<file path="config.mk">
export PLATFORM = sky130hd
export DESIGN_NAME = jump_ctrl_flat
export DESIGN_NICKNAME = d
export VERILOG_FILES = /design/src/rtl/jump_pkg.sv /design/src/rtl/jump_ctrl_if.sv /design/src/rtl/jump_charge_acc.sv /design/src/rtl/jump_ctrl.sv /design/src/flat_wrapper.sv
export SDC_FILE = /design/constraint.sdc
export NUM_CORES = 1
export LEC_CHECK = 0
export ABC_CLOCK_PERIOD_IN_PS = 4640
export CAP_MARGIN = 20
export CORE_UTILIZATION = 35
export CTS_BUF_LIST = sky130_fd_sc_hd__clkbuf_4
export DETAILED_ROUTE_END_ITERATION = 6
export PLACE_DENSITY = 0.59
export RECOVER_POWER = 50
export SETUP_SLACK_MARGIN = 0.05
export SYNTH_ARGS = -nofsm -noshare
export SYNTH_HDL_FRONTEND = slang
export SYNTH_SLANG_ARGS = --single-unit
</file>
<file path="constraint.sdc">
create_clock -name clk_jump -period 4.64 [get_ports clk_jump]
set_clock_uncertainty 0.2 [all_clocks]
set_input_delay 0.464 -clock clk_jump [delete_from_list [all_inputs] [get_ports clk_jump]]
set_output_delay 0.464 -clock clk_jump [all_outputs]
set_load 0.02 [all_outputs]
</file>
<file path="src/rtl/jump_pkg.sv">
// jump_pkg: shared state encoding, widths and default tuning values for the jump controller.
package jump_pkg;
    localparam int VW = 11;
    localparam int DW = 11;
    localparam logic [VW-1:0] V_MIN_DEF = 11'd16;
    localparam logic [VW-1:0] V_MAX_DEF = 11'd508;
    localparam logic [VW-1:0] CHARGE_STEP_DEF = 11'd4;
    localparam logic [DW-1:0] TOL_DEF = 11'd24;
    typedef enum logic [2:0] {
        IDLE   = 3'd0,
        CHARGE = 3'd1,
        JUMP   = 3'd2,
        LAND   = 3'd3,
        OVER   = 3'd4
    } state_t;
    function automatic logic [DW:0] abs_diff(input logic [DW-1:0] a, input logic [DW-1:0] b);
        return (a >= b) ? ({1'b0, a} - {1'b0, b}) : ({1'b0, b} - {1'b0, a});
    endfunction
endpackage

</file>
<file path="src/rtl/jump_ctrl_if.sv">
// jump_ctrl_if: handshake between the jump controller (master) and the jump physics datapath (slave).
interface jump_ctrl_if;
    import jump_pkg::*;
    logic          o_jump_en;
    logic [VW-1:0] o_v_init;
    logic          i_jump_done;
    logic [DW-1:0] i_dist;
    modport master (output o_jump_en, o_v_init, input i_jump_done, i_dist);
    modport slave  (input o_jump_en, o_v_init, output i_jump_done, i_dist);
endinterface

</file>
<file path="src/rtl/jump_charge_acc.sv">
// jump_charge_acc: clear/step/saturate accumulator that builds the initial jump velocity.
module jump_charge_acc
    import jump_pkg::*;
#(
    parameter logic [VW-1:0] V_MAX = V_MAX_DEF,
    parameter logic [VW-1:0] CHARGE_STEP = CHARGE_STEP_DEF
) (
    input  logic          clk_jump,
    input  logic          en,
    input  logic          clr_i,
    input  logic          step_i,
    output logic [VW-1:0] v_o
);
    logic [VW-1:0] v_q, v_d;
    logic [VW:0]   sum;

    // one extra bit so the add cannot wrap before saturation
    assign sum = {1'b0, v_q} + {1'b0, CHARGE_STEP};
    assign v_d = clr_i ? '0 : !step_i ? v_q : (sum > {1'b0, V_MAX}) ? V_MAX : sum[VW-1:0];
    assign v_o = v_q;

    always_ff @(posedge clk_jump or negedge en) begin
        if (!en) v_q <= '0;
        else     v_q <= v_d;
    end
endmodule

</file>
<file path="src/rtl/jump_ctrl.sv">
// jump_ctrl: charge/launch/land sequencer with scoring; JUMP_CTRL_TIMEOUT_EN adds a jump watchdog.
module jump_ctrl
    import jump_pkg::*;
#(
    parameter logic [VW-1:0] V_MIN = V_MIN_DEF,
    parameter logic [VW-1:0] V_MAX = V_MAX_DEF,
    parameter logic [VW-1:0] CHARGE_STEP = CHARGE_STEP_DEF,
    parameter logic [DW-1:0] TOL = TOL_DEF
`ifdef JUMP_CTRL_TIMEOUT_EN
    , parameter logic [15:0] TIMEOUT_CYCLES = 16'd1024
`endif
) (
    input  logic          clk_jump,
    input  logic          en,
    input  logic          i_press,
    input  logic          i_restart,
    input  logic [DW-1:0] i_target_dist,
    jump_ctrl_if.master   phy,
    output logic [2:0]    o_state,
    output logic [7:0]    o_score,
    output logic          o_hit,
    output logic          o_miss
);
    state_t        state_q;
    logic          press_q, jump_en_q, hit_q, miss_q, timeout;
    logic [7:0]    score_q;
    logic [DW-1:0] target_q, dist_q;
    logic [VW-1:0] v_init;
    logic          rise, hit;

    assign rise = i_press & ~press_q;
    assign hit  = abs_diff(dist_q, target_q) <= {1'b0, TOL};

    jump_charge_acc #(.V_MAX(V_MAX), .CHARGE_STEP(CHARGE_STEP)) u_acc (
        .clk_jump (clk_jump),
        .en       (en),
        .clr_i    (state_q == IDLE && rise),
        .step_i   (state_q == CHARGE && i_press),
        .v_o      (v_init)
    );

`ifdef JUMP_CTRL_TIMEOUT_EN
    logic [15:0] wd_q;
    // zero outside JUMP, so it is already cleared on the first JUMP tick
    always_ff @(posedge clk_jump or negedge en) begin
        if (!en) wd_q <= '0;
        else     wd_q <= (state_q == JUMP) ? wd_q + 16'd1 : '0;
    end
    assign timeout = (wd_q == TIMEOUT_CYCLES - 16'd1);
`else
    assign timeout = 1'b0;
`endif

    always_ff @(posedge clk_jump or negedge en) begin
        if (!en) begin
            state_q   <= IDLE;
            press_q   <= 1'b0;
            jump_en_q <= 1'b0;
            score_q   <= '0;
            hit_q     <= 1'b0;
            miss_q    <= 1'b0;
            target_q  <= '0;
            dist_q    <= '0;
        end else begin
            press_q <= i_press;
            hit_q   <= 1'b0;
            miss_q  <= 1'b0;
            case (state_q)
                IDLE:   if (rise) state_q <= CHARGE;
                CHARGE: if (!i_press) begin
                    if (v_init < V_MIN) state_q <= IDLE;
                    else begin
                        target_q  <= i_target_dist;
                        jump_en_q <= 1'b1;
                        state_q   <= JUMP;
                    end
                end
                JUMP: if (phy.i_jump_done) begin
                    dist_q  <= phy.i_dist;
                    state_q <= LAND;
                end else if (timeout) begin
                    dist_q  <= '1;
                    state_q <= LAND;
                end
                LAND: begin
                    jump_en_q <= 1'b0;
                    if (hit) begin
                        score_q <= (score_q == 8'hFF) ? score_q : score_q + 8'd1;
                        hit_q   <= 1'b1;
                        state_q <= IDLE;
                    end else begin
                        miss_q  <= 1'b1;
                        state_q <= OVER;
                    end
                end
                OVER: if (i_restart) begin
                    score_q <= '0;
                    state_q <= IDLE;
                end
                default: begin
                    jump_en_q <= 1'b0;
                    state_q   <= IDLE;
                end
            endcase
        end
    end

    assign phy.o_jump_en = jump_en_q;
    assign phy.o_v_init  = v_init;
    assign o_state       = state_q;
    assign o_score       = score_q;
    assign o_hit         = hit_q;
    assign o_miss        = miss_q;
endmodule
</file>
<file path="src/flat_wrapper.sv">
// flat-port wrapper written by rule: the top's interface ports become plain ports
module jump_ctrl_flat import jump_pkg::*;
#(
    parameter logic [VW-1:0] V_MIN = V_MIN_DEF,
    parameter logic [VW-1:0] V_MAX = V_MAX_DEF,
    parameter logic [VW-1:0] CHARGE_STEP = CHARGE_STEP_DEF,
    parameter logic [DW-1:0] TOL = TOL_DEF

)
  (clk_jump, en, i_press, i_restart, i_target_dist, o_state, o_score, o_hit, o_miss, phy_o_jump_en, phy_o_v_init, phy_i_jump_done, phy_i_dist);
  jump_ctrl_if phy_i ();
  input  logic clk_jump;
  input  logic en;
  input  logic i_press;
  input  logic i_restart;
  input  logic [DW-1:0] i_target_dist;
  output logic [2:0] o_state;
  output logic [7:0] o_score;
  output logic o_hit;
  output logic o_miss;
  output wire logic [$bits(phy_i.o_jump_en)-1:0] phy_o_jump_en;
  output wire logic [$bits(phy_i.o_v_init)-1:0] phy_o_v_init;
  input wire logic [$bits(phy_i.i_jump_done)-1:0] phy_i_jump_done;
  input wire logic [$bits(phy_i.i_dist)-1:0] phy_i_dist;
  assign phy_o_jump_en = phy_i.o_jump_en;
  assign phy_o_v_init = phy_i.o_v_init;
  assign phy_i.i_jump_done = phy_i_jump_done;
  assign phy_i.i_dist = phy_i_dist;
  jump_ctrl #(.V_MIN(V_MIN), .V_MAX(V_MAX), .CHARGE_STEP(CHARGE_STEP), .TOL(TOL)) u_core (.clk_jump(clk_jump), .en(en), .i_press(i_press), .i_restart(i_restart), .i_target_dist(i_target_dist), .phy(phy_i), .o_state(o_state), .o_score(o_score), .o_hit(o_hit), .o_miss(o_miss));
endmodule
</file>
After elaboration in Yosys (flattened, before gate mapping)
Index checks and enable logic that the tools add are counted.

word-level totals
  register bits = 48
  output and inout port bits = 25

cells by class
  reduce and logical (&&, ||, !) cells = 11
  eq/ne operators = 12
  mux-type cells = 22
  add/sub/neg operators = 4
  $lt $le $gt $ge = 4
  bitwise gates (word level) = 5

operators with widths
  operator                 number
  $mux W11                 3
  $mux W8                  3
  $sub A11 B11 Y12         2
  $pmux W8 S2              1
  $mux W3                  5
  $pmux W3 S5              1
  $add A11 B3 Y12 const B  1
  $gt A12 B9 Y1 const B    1
  $le A12 B5 Y1 const B    1
  $mux W12                 1
  $ge A11 B11 Y1           1
  $lt A11 B5 Y1 const B    1
  $ne A2 B2 Y1 const B     5
  $add A8 B1 Y8 const B    1
  $eq A8 B8 Y1 const B     1
  $reduce_and A4 Y1        2
  $eq A3 B2 Y1 const B     2
  $mux W1                  6
  $reduce_and A3 Y1        2
  $ne A2 B1 Y1 const B     2
  $not A1 Y1               4
  $reduce_bool A2 Y1       2
  $eq A3 B1 Y1 const B     1
  $eq A3 B3 Y1 const B     1
  7 further kinds          8

Logic depth before layout (Yosys ltp)
Gate-level depths: netlist of the first run.

  word-level depth = 5
  mapped depth = 15
  gate-level depth less buffers = 12

Cells and area by module
From an unflattened synthesis of the first run, not the netlist that was laid out.

unflattened totals
  cell total of the unflattened synthesis = 358
  area, all modules = 3,245.6 µm²

modules (own cells, without submodules)
  module           area an instance (µm²)  times used  cells each
  jump_ctrl        2,672.6                 1           303
  jump_charge_acc  573.0                   1           55

Least setup slack after synthesis of the first run
OpenSTA, ideal clock, no wires.

  path kind = register -> register
  from = register u_core.dist_q[9]
  to = register u_core.score_q[7], in the netlist u_core.o_score[7]
  arrival = 3.008 ns
  path buffers = 3
  period minus slack after synthesis = 3.335 ns
  cell stages (with the launch flop) = 16
  setup slack = 1.305 ns
  cells stage by stage = dfrtp_1 inv_1 ha_1 buf_2 and3_2 nand2_2 a311o_1 and3_1 buf_6 a211o_1 a21o_1 a2111o_1 nor3_2 buf_4 mux2i_1 o21ai_1

between the ends
  longest elaborated chain between the ends = 5
  elaborated cells on any way between the ends = 7
  classes of those cells = add/sub (2); order compare (2); eq/ne (1); mux (1); reduce/logical (1)

ends and longest elaborated chain
  element                                                    line             text
  start: declaration                                         jump_ctrl.sv:27  logic [DW-1:0] target_q, dist_q;
  start signal: assignment                                   jump_ctrl.sv:79  dist_q <= phy.i_dist;
  $sub A11 B11 Y12 / $ge A11 B11 Y1 (equally long branches)  jump_pkg.sv:17   return (a >= b) ? ({1'b0, a} - {1'b0, b}) : ({1'b0, b} - {1'b0, a});
  $mux W12 (*)                                               jump_pkg.sv:17
  $le A12 B5 Y1 (*)                                          jump_ctrl.sv:32  assign hit = abs_diff(dist_q, target_q) <= {1'b0, TOL};
  $ne A2 B1 Y1 (no source line) (*)                          -
  $reduce_and A4 Y1 (no source line) (*)                     -
  end signal: assignment                                     jump_ctrl.sv:88  score_q <= (score_q == 8'hFF) ? score_q : score_q + 8'd1;
  end: declaration                                           jump_ctrl.sv:26  logic [7:0] score_q;

Mark *: on every way between the ends. The rest lies on a longest branch, timed or not.
A chain may end at the register's enable or synchronous reset.

Worst setup path after layout of the first run
  from = register u_core.dist_q[1]
  to = register u_core.score_q[1], in the netlist u_core.o_score[1]

Same word-level chain as after synthesis.

==> reports/results.ini, run 1 <==
[run_status]
outcome = finished, violations left
violations = max-capacitance violations, max-slew violations

[global_route]
gr-usage-all-layers_pct = 16.10
antenna_found_initial = 0
grt.overflow.total = 0
grt_pass1_wl_mm = 12.66
grt_max_degree = 47
grt_pass1_vias = 2761

[critical_path]
critPathRequiredTime_ns = 4.69
r2r_end = u_core.o_score[1]$_DFFE_PN0P_
cp.depth = 13
critPathCaptureType = register
r2r_setup_slack_ns = 0.97
path_buf_inv = 2
max_stage_delay_ns = 0.41
path_cells = inv_1, ha_1, nor2b_1, o211ai_1, a21oi_1, a311o_1, a211o_1, a21o_1, a2111o_1, nor3_2, buf_4, o21bai_2, mux2_2
arrival_ns = 3.72
cp-start-kind = register
critPathTopFamily = compound AO/OA/AOI/OAI gates
worstRegToRegCells = 13
crit_path_start = u_core.dist_q[1]$_DFFE_PN0P_
path_max_fanout = 11
r2r-start = u_core.dist_q[1]$_DFFE_PN0P_
critPathKind = register to register
slowest_stage = a311o_1

[finish]
syn_to_final_growth_pct = 19.64
fillers = 922
finish.utilization_pct = 43.21
final_cells = 515
nets = 459
multi_input_area_um2 = 1767
layout-drive-gt1-share_pct = 5.651
diodes = 0
register_area_um2 = 1151

[worst_hold_path]
hp-class = register to register
min_from = u_core.u_acc.v_o[10]$_DFFE_PN0P_
whs_path_depth = 1
holdPathEnd = u_core.u_acc.v_o[10]$_DFFE_PN0P_

[route]
vias = 2712
ant_nets = 0
wl_per_cell_um = 14.12
drtIter0Drc = 108
dr.pass1.iters = 4
drc = 0
post_drt_via_cell_ratio = 5.266
drt-total-wl_mm = 7.272

[power_and_ir_drop]
p_sw_uw = 1048
power.leakage_uw = 0.001680
clockPowerShare_pct = 10.4
p_per_area_nw_per_um2 = 613.7
pwr-share-comb_pct = 64.7
peakVddDrop_v = 0.0002115
internal-power_uw = 1254
power.total_uw = 2301
power_frac_seq_pct = 24.9
swShare_pct = 45.52

[clocking]
cts_buffers = 5
cts_sinks = 46
cts_buffer_depth = 2
ctsHtreeMaxLevel = 2
hold_buffers = 0
postCtsSetupBuffers = 0
cts_tree = built
post_cts_resized = 0
clk_latency_ns = 0.35
cts_root_buf = clkbuf_4
clk_pin_slew_ns = 0.13

[sta]
final-setup-viol-count = 0
hold_viol_final = 0
fin_tns_setup_ns = 0
finalCriticalPeriod_ns = 3.673
tightest_slew_ns = 1.601
maxSlewHeadroom_pct = -6.735
fmax_mhz = 272.3
rsz0062_at_grt = false
slew_violations = 30
fin_crit_sh_pct = 79.15

[job]
maxCapViolations = 1

[placement]
place_hpwl_mm = 5.323
globalplace.congestion = 0.8663
portBuffers = 49
placedCellCount = 506

[floorplanning]
die_h_um = 96.63
start_util_pct = 36.12
core_um2 = 8678
design.die.area_um2 = 9337
ios = 52
rows = 34
die_w_um = 96.63

[synth]
ys_warn_count = 0
synthFlopType = dfrtp_1
synth.distinct_cells = 61
avgSynthCellArea_um2 = 8.611
async_flop_share_pct = 100.0
ys_seq_area_share_pct = 36.73
syn_inst = 364
ys_ff_latch = 46
synth_edf_count = 0
netlist_area_um2 = 3134

## registers in the layout, indices dropped and copies added (netlist names), 3 cells and up
register,flops
u_core.dist_q,11
u_core.target_q,11
u_core.u_acc.v_o,9
u_core.o_score,8
u_core.o_state,3
## routing by layer
metal	up-vias	global-route usage (%)	share of wire, %	wire length (um)
met3	4	2.457	2.2	159
met5	-	0	0	0
met4	0	3.674	0.59	43
met2	39	28.39	50	3649
li1	1360	-	-	-
met1	1309	20.67	47	3419
## cell usage after synthesis (4+ instances only)
| cell | n | area share, % |
|---|---|---|
| xnor2_1 | 6 | 1.7 |
| mux2i_1 | 4 | 1.3 |
| and2_1 | 4 | 0.80 |
| inv_1 | 31 | 3.7 |
| a21oi_1 | 20 | 3.2 |
| dfrtp_1 | 46 | 37 |
| a211oi_1 | 4 | 0.96 |
| a21o_1 | 10 | 2.4 |
| o21ai_0 | 45 | 7.2 |
| ha_1 | 25 | 10 |
| o2bb2ai_1 | 4 | 1.1 |
| nor2b_1 | 6 | 1.2 |
| buf_2 | 4 | 0.64 |
| o21a_1 | 5 | 1.2 |
| clkbuf_1 | 8 | 0.96 |
| nor3_1 | 5 | 0.80 |
| nand2_1 | 38 | 4.6 |
| nor2_1 | 23 | 2.8 |
| nand3_1 | 12 | 1.9 |
## metrics by stage
stage	instance area (um2)	worst slack [ns]	hold slack [ns]
2_1_floorplan	3138	1.305	-0.03159
3_3_place_gp	3670	1.037	0.3245
3_5_place_dp	3670	0.9883	0.3329
4_1_cts	3741	0.9788	0.1071
5_1_grt	3750	0.7506	0.3844
6_report	3750	0.9675	0.3502
## area by class of cell
type                    instances  area share, %
flip-flops and latches         46          30.70
repair buffers                 53          13.58
multi-input cells             270          47.11
inverters                      31          3.103
clock inverters                 2         0.9009
clock buffers                   5          1.001
well taps                     108          3.604
## kinds of logic (layout without fill, tap and decap cells)
kind of cell / after synthesis / after routing / share of synthesized area [%]
buffers and inverters: 49 / 91 / 7.185
multiplexers: 6 / 6 / 1.996
AO/OA/AOI/OAI: 114 / 114 / 23.11
XOR/XNOR: 8 / 8 / 2.236
adder cells (fa/ha/maj): 25 / 25 / 9.980
flip-flops: 46 / 46 / 36.73
other: 1 / 2 / 0.1196
AND/OR/NAND/NOR: 115 / 115 / 18.64
## power groups by stage
stage,Combinational [uW],Sequential [uW],Clock (uW)
final,1490,574,239
after global routing,1680,590,259
after CTS,1490,576,250
after detailed placement,1470,585,0
after global placement,1490,580,0
after floorplan,1200,580,0
## how the worst max path moves through the flow
stage                                         end
floorplan           u_core.o_score[7]$_DFFE_PN0P_
global placement    u_core.o_score[1]$_DFFE_PN0P_
detailed placement  u_core.o_score[1]$_DFFE_PN0P_
CTS                 u_core.o_score[1]$_DFFE_PN0P_
global route        u_core.o_score[1]$_DFFE_PN0P_
finish              u_core.o_score[1]$_DFFE_PN0P_
## layout by cell type, fill, tap and decap left out, types with 8 or more instances in the layout
cell,instances
a21o_1,10
a21oi_1,20
clkdlybuf4s50_1,41
dfrtp_1,46
dlygate4sd3_1,8
ha_1,25
inv_1,31
nand2_1,38
nand3_1,12
nor2_1,23
o21ai_0,45
No activity file was read; power rests on OpenSTA's default activity.
==> inputs of run 2 (changes only) <==
--- a/config.mk
+++ b/config.mk
@@ -5,7 +5,7 @@
 export SDC_FILE = /design/constraint.sdc
 export NUM_CORES = 1
 export LEC_CHECK = 0
-export ABC_CLOCK_PERIOD_IN_PS = 4640
+export ABC_CLOCK_PERIOD_IN_PS = 3430
 export CAP_MARGIN = 20
 export CORE_UTILIZATION = 35
 export CTS_BUF_LIST = sky130_fd_sc_hd__clkbuf_4
==> constraint.sdc (replaced) <==
create_clock -name clk_jump -period 3.43 [get_ports clk_jump]
set_clock_uncertainty 0.2 [all_clocks]
set_input_delay 0.343 -clock clk_jump [delete_from_list [all_inputs] [get_ports clk_jump]]
set_output_delay 0.343 -clock clk_jump [all_outputs]
set_load 0.02 [all_outputs]
==> run 2 against run 1 <==
  * The flow still finishes with violations (max-capacitance violations, max-slew violations)
  * Critical path depth is the same
  * Clock power grew 46%
  * Count of clock-buffer cells in the layout is the same
  * Total power grew 64%
  * Flip-flop and latch count is the same
  * Combinational power grew 78%
  * Die area is the same
  * Wire length grew 6.8%
  * Sequential share of layout area shrank 2.5 points
  * Non-clock buffer count grew 23
  * Maximum frequency grew 9.6%
  * Cell area grew 8.7%
  * Critical endpoint unchanged
==> reports/results.ini, run 2 (same netlist as run 1, synthesis figures left out) <==
[placement]
place_hpwl_mm = 5.576
placedCellCount = 522
portBuffers = 49
globalplace.congestion = 0.9296
pre_cts_ws_ns = -0.1076
dpl_cell_area_um2 = 3790

[finish]
layout_commonest_cell = dfrtp_1
final_cells = 539
syn_to_final_growth_pct = 30.10
layout-drive-gt1-share_pct = 16.47
finish.utilization_pct = 46.99
final_area_um2 = 4078
nets = 482
final_cell_mix = dfrtp_1 (46), clkdlybuf4s50_1 (44), o21ai_0 (43)
diodes = 0

[run_status]
outcome = finished, violations left
violations = max-capacitance violations, max-slew violations

[floorplanning]
start_util_pct = 36.12
design.die.area_um2 = 9337
core_um2 = 8678
die_h_um = 96.63
die_w_um = 96.63
ios = 52
rows = 34

[route]
drtIter0Drc = 153
drt-total-wl_mm = 7.766
wl_per_cell_um = 14.41
vias = 2828
drc = 0
ant_nets = 0
post_drt_via_cell_ratio = 5.247
dr.pass1.iters = 4

[clocking]
cts_tree = built
cts_buffer_depth = 2
clk_latency_ns = 0.38
cts_sinks = 46
clk_pin_slew_ns = 0.15
cts_buffers = 5
ctsHtreeMaxLevel = 2
cts_root_buf = clkbuf_4

[global_route]
antenna_found_initial = 0
grt.overflow.total = 0
grt_max_degree = 47
grt_pass1_wl_mm = 13.08
gr-usage-all-layers_pct = 16.84
grt_pass1_vias = 2829

[sta]
maxSlewHeadroom_pct = -23.10
fin_crit_sh_pct = 97.66
rsz0062_at_grt = true
tightest_slew_ns = 1.846
worst_slack_ns = 0.08021
finalCriticalPeriod_ns = 3.350
final-setup-viol-count = 0
slew_violations = 40
fmax_mhz = 298.5
whs_ns = 0.1787
hold_viol_final = 0

[critical_path]
critPathKind = register to register
worstRegToRegCells = 13
critPathCaptureType = register
critPathRequiredTime_ns = 3.51
arrival_ns = 3.43
path_max_fanout = 8
cp-start-kind = register

[power_and_ir_drop]
p_per_area_nw_per_um2 = 928.4
power.leakage_uw = 0.001810
peakVddDrop_v = 0.0003360

[job]
maxCapViolations = 1

[worst_hold_path]
hp-class = primary input to asynchronous set/reset pin

==> run 2: worst max-delay path: stages (launching register included) <==
cell	delay (ns)
dfrtp_1	0.44
ha_4	0.28
nor2b_4	0.14
o211ai_1	0.10
buf_4	0.16
a311o_1	0.29
and3_4	0.20
a211o_1	0.24
a21o_1	0.16
a2111o_1	0.36
nor3_2	0.15
buf_6	0.16
o21bai_4	0.07
mux2_2	0.27
==> run 2: worst paths after layout <==
path,endpoint,slack [ns],startpoint
setup / recovery,u_core.o_score[1]$_DFFE_PN0P_,0.08,u_core.target_q[1]$_DFFE_PN0P_
hold / removal,u_core.o_score[3]$_DFFE_PN0P_,0.18,en
setup reg to reg,u_core.o_score[1]$_DFFE_PN0P_,0.08,u_core.target_q[1]$_DFFE_PN0P_
hold reg to reg,u_core.u_acc.v_o[10]$_DFFE_PN0P_,0.36,u_core.u_acc.v_o[10]$_DFFE_PN0P_
max in group asynchronous,u_core.dist_q[5]$_DFFE_PN0P_,0.60,en
min in group clk_jump,u_core.dist_q[7]$_DFFE_PN0P_,0.31,phy_i_dist[7]
==> run 2: repair_timing <==
action / in CTS / in global routing
endpoints found under the hold margin: 46 / 0
hold buffers: 1 / 0
setup endpoints to repair: 8 / 8
setup buffers: 5 / 2
gates resized for setup: 20 / 12
pin swaps: 9 / 2
==> run 2: through the flow <==
step                      setup TNS (ns)  power (uW)
after floorplan                        0        2411
after global placement                 0        3038
after detailed placement         -0.6194        3045
after CTS                              0        3660
after global routing             -0.5403        4112
final                                  0        3786
==> run 2: cell type report <==
class,instances,area (um2)
inverter,31,116.4
clock inverter,3,43.79
fill,886,4601
sequential,46,1151
clock buffer,5,37.54
timing repair buffer,76,703.2
tap,108,135.1
multi-input combinational,270,1891
==> run 2: power breakdown <==
part	internal, uW	leakage, uW	total (uW)	switching, uW
clock network	155	0.0000456	349	194
registers	684	0.000552	787	103
logic	1300	0.00121	2650	1350
==> run 2: metal layers <==
metal	vias up	wire [um]	global-route usage, %
li1	1398	-	-
met1	1354	3469	22.27
met2	69	3874	28.55
met4	0	81	4.592
met3	7	341	2.601
met5	-	0	0
==> inputs of run 3 (changes only) <==
--- a/config.mk
+++ b/config.mk
@@ -7,10 +7,11 @@
 export LEC_CHECK = 0
 export ABC_CLOCK_PERIOD_IN_PS = 3430
 export CAP_MARGIN = 20
-export CORE_UTILIZATION = 35
+export CORE_UTILIZATION = 55
 export CTS_BUF_LIST = sky130_fd_sc_hd__clkbuf_4
 export DETAILED_ROUTE_END_ITERATION = 6
-export PLACE_DENSITY = 0.59
+export HOLD_SLACK_MARGIN = 0.15
+export PLACE_DENSITY = 0.85
 export RECOVER_POWER = 50
 export SETUP_SLACK_MARGIN = 0.05
 export SYNTH_ARGS = -nofsm -noshare
==> run 3 against run 2 <==
  * The flow finishes with violations (max-capacitance violations, max-slew violations, negative setup slack)
  * Total power up 1.8%
  * Hold slack better by 0.14 ns
  * Critical path depth unchanged
  * Sequential power up 1%
  * Via count up 4.0%
  * Clock power down 25%
  * Flip-flop and latch count unchanged
  * Die area down 36%
  * Wire length down 0.23%
  * Global-route usage up 9.5 points
  * Highest routed layer unchanged
==> reports/results.ini, run 3 (same netlist as run 1, synthesis figures left out) <==
[critical_path]
worstRegToRegCells = 13
arrival_ns = 3.58
cp-start-kind = register
critPathKind = register to register
critPathRequiredTime_ns = 3.49
critPathCaptureType = register
path_max_fanout = 5

[finish]
nets = 479
fillers = 398
layout-drive-gt1-share_pct = 15.46
diodes = 0
final_area_um2 = 4014
final_cell_mix = dfrtp_1 (46), o21ai_0 (44), clkdlybuf4s50_1 (44)
layout_commonest_cell = dfrtp_1
syn_to_final_growth_pct = 28.06

[sta]
hold_viol_final = 0
finalCriticalPeriod_ns = 3.525
final-setup-viol-count = 7
worst_slack_ns = -0.09480
slew_violations = 29
rsz0062_at_grt = true
maxSlewHeadroom_pct = -2.866
fmax_mhz = 283.7
fin_crit_sh_pct = 102.8
tightest_slew_ns = 1.543

[route]
wl_per_cell_um = 15.53
drtIter0Drc = 280
drt-total-wl_mm = 7.748
drc = 0
ant_nets = 0
post_drt_via_cell_ratio = 5.892
dr.pass1.iters = 5
vias = 2940

[placement]
globalplace.congestion = 1.007
portBuffers = 49
dpl_cell_area_um2 = 3757
pre_cts_ws_ns = -0.1907
place_hpwl_mm = 5.487

[floorplanning]
design.die.area_um2 = 6005
die_w_um = 77.49
start_util_pct = 56.92
rows = 27
ios = 52
core_um2 = 5507
die_h_um = 77.49

[run_status]
outcome = finished, violations left
violations = max-capacitance violations, max-slew violations, negative setup slack

[clocking]
cts_buffers = 5
clk_pin_slew_ns = 0.14
cts_tree = built
cts_root_buf = clkbuf_4
cts_sinks = 46
clk_latency_ns = 0.36
ctsHtreeMaxLevel = 2
cts_buffer_depth = 2

[worst_hold_path]
whs_path_depth = 3
hp-class = primary input to register

[power_and_ir_drop]
power.total_uw = 3855
power.leakage_uw = 0.001777
p_per_area_nw_per_um2 = 960.4
peakVddDrop_v = 0.0004429

[global_route]
antenna_found_initial = 0
grt_max_degree = 47
grt_pass1_vias = 2756
gr-usage-all-layers_pct = 26.30
grt.overflow.total = 0
grt_pass1_wl_mm = 12.63

[job]
maxCapViolations = 1

-- run 3: area by class of cell --
cell class | count | area, um2 | share of cell area (%)
tap | 72 | 90.09 | 2.244
timing repair buffer | 73 | 683.2 | 17.02
clock buffer | 7 | 52.55 | 1.309
multi-input combinational | 270 | 1921 | 47.85
inverter | 31 | 116.4 | 2.899
sequential | 46 | 1151 | 28.68
-- run 3: path summary, 6_finish.rpt --
check / from / to / slack, ns
worst min register to register: u_core.phy.o_jump_en$_DFFE_PN0P_ / u_core.phy.o_jump_en$_DFFE_PN0P_ / 0.36
max in group asynchronous: en / u_core.u_acc.v_o[4]$_DFFE_PN0P_ / 0.62
worst min-delay path: i_target_dist[3] / u_core.target_q[3]$_DFFE_PN0P_ / 0.32
min in group asynchronous: en / u_core.o_score[4]$_DFFE_PN0P_ / 0.45
worst max-delay path: u_core.dist_q[1]$_DFFE_PN0P_ / u_core.o_score[1]$_DFFE_PN0P_ / -0.09
worst max register to register: u_core.dist_q[1]$_DFFE_PN0P_ / u_core.o_score[1]$_DFFE_PN0P_ / -0.09
-- run 3: per-stage QoR --
step / instances / utilization, % / setup TNS (ns) / hold slack (ns)
4_1_cts: 497 / 71.73 / -0.5026 / 0.3177
3_5_place_dp: 486 / 68.23 / -0.7732 / 0.3301
2_1_floorplan: 365 / - / 0 / -0.1526
3_3_place_gp: 486 / 68.23 / 0 / 0.3189
5_1_grt: 499 / 72.89 / -0.9300 / 0.3367
6_report: 499 / 72.89 / -0.2420 / 0.3210
-- run 3: metal layers --
layer	wire length (um)	track usage [%]	up-vias
met3	384	3.412	20
li1	-	-	1402
met1	3310	33.97	1411
met5	0	0	-
met2	3903	45.40	107
met4	150	8.679	0
-- run 3: report_power, final --
part | switching (uW) | internal [uW]
clock network | 169 | 93.6
logic | 1470 | 1330
registers | 115 | 684
total | 1750 | 2110
-- run 3: worst max-delay path, stage by stage, from the launching register on --
cell and delay [ns]:
dfrtp_1 0.42, inv_2 0.08, ha_4 0.21, nor2b_4 0.12, o211ai_1 0.29, a311o_1 0.27
and3_4 0.23, buf_4 0.16, mux2i_2 0.27, xnor2_1 0.13, a311oi_2 0.38, nor3_4 0.11
o21bai_2 0.21, mux2_2 0.35
-- run 3: timing repair --
action,CTS,global route
endpoints found under the setup margin,11,11
setup buffers,3,1
hold buffers,1,0
resized for setup,19,11
pin swaps,12,10
hold endpoints to repair,46,0
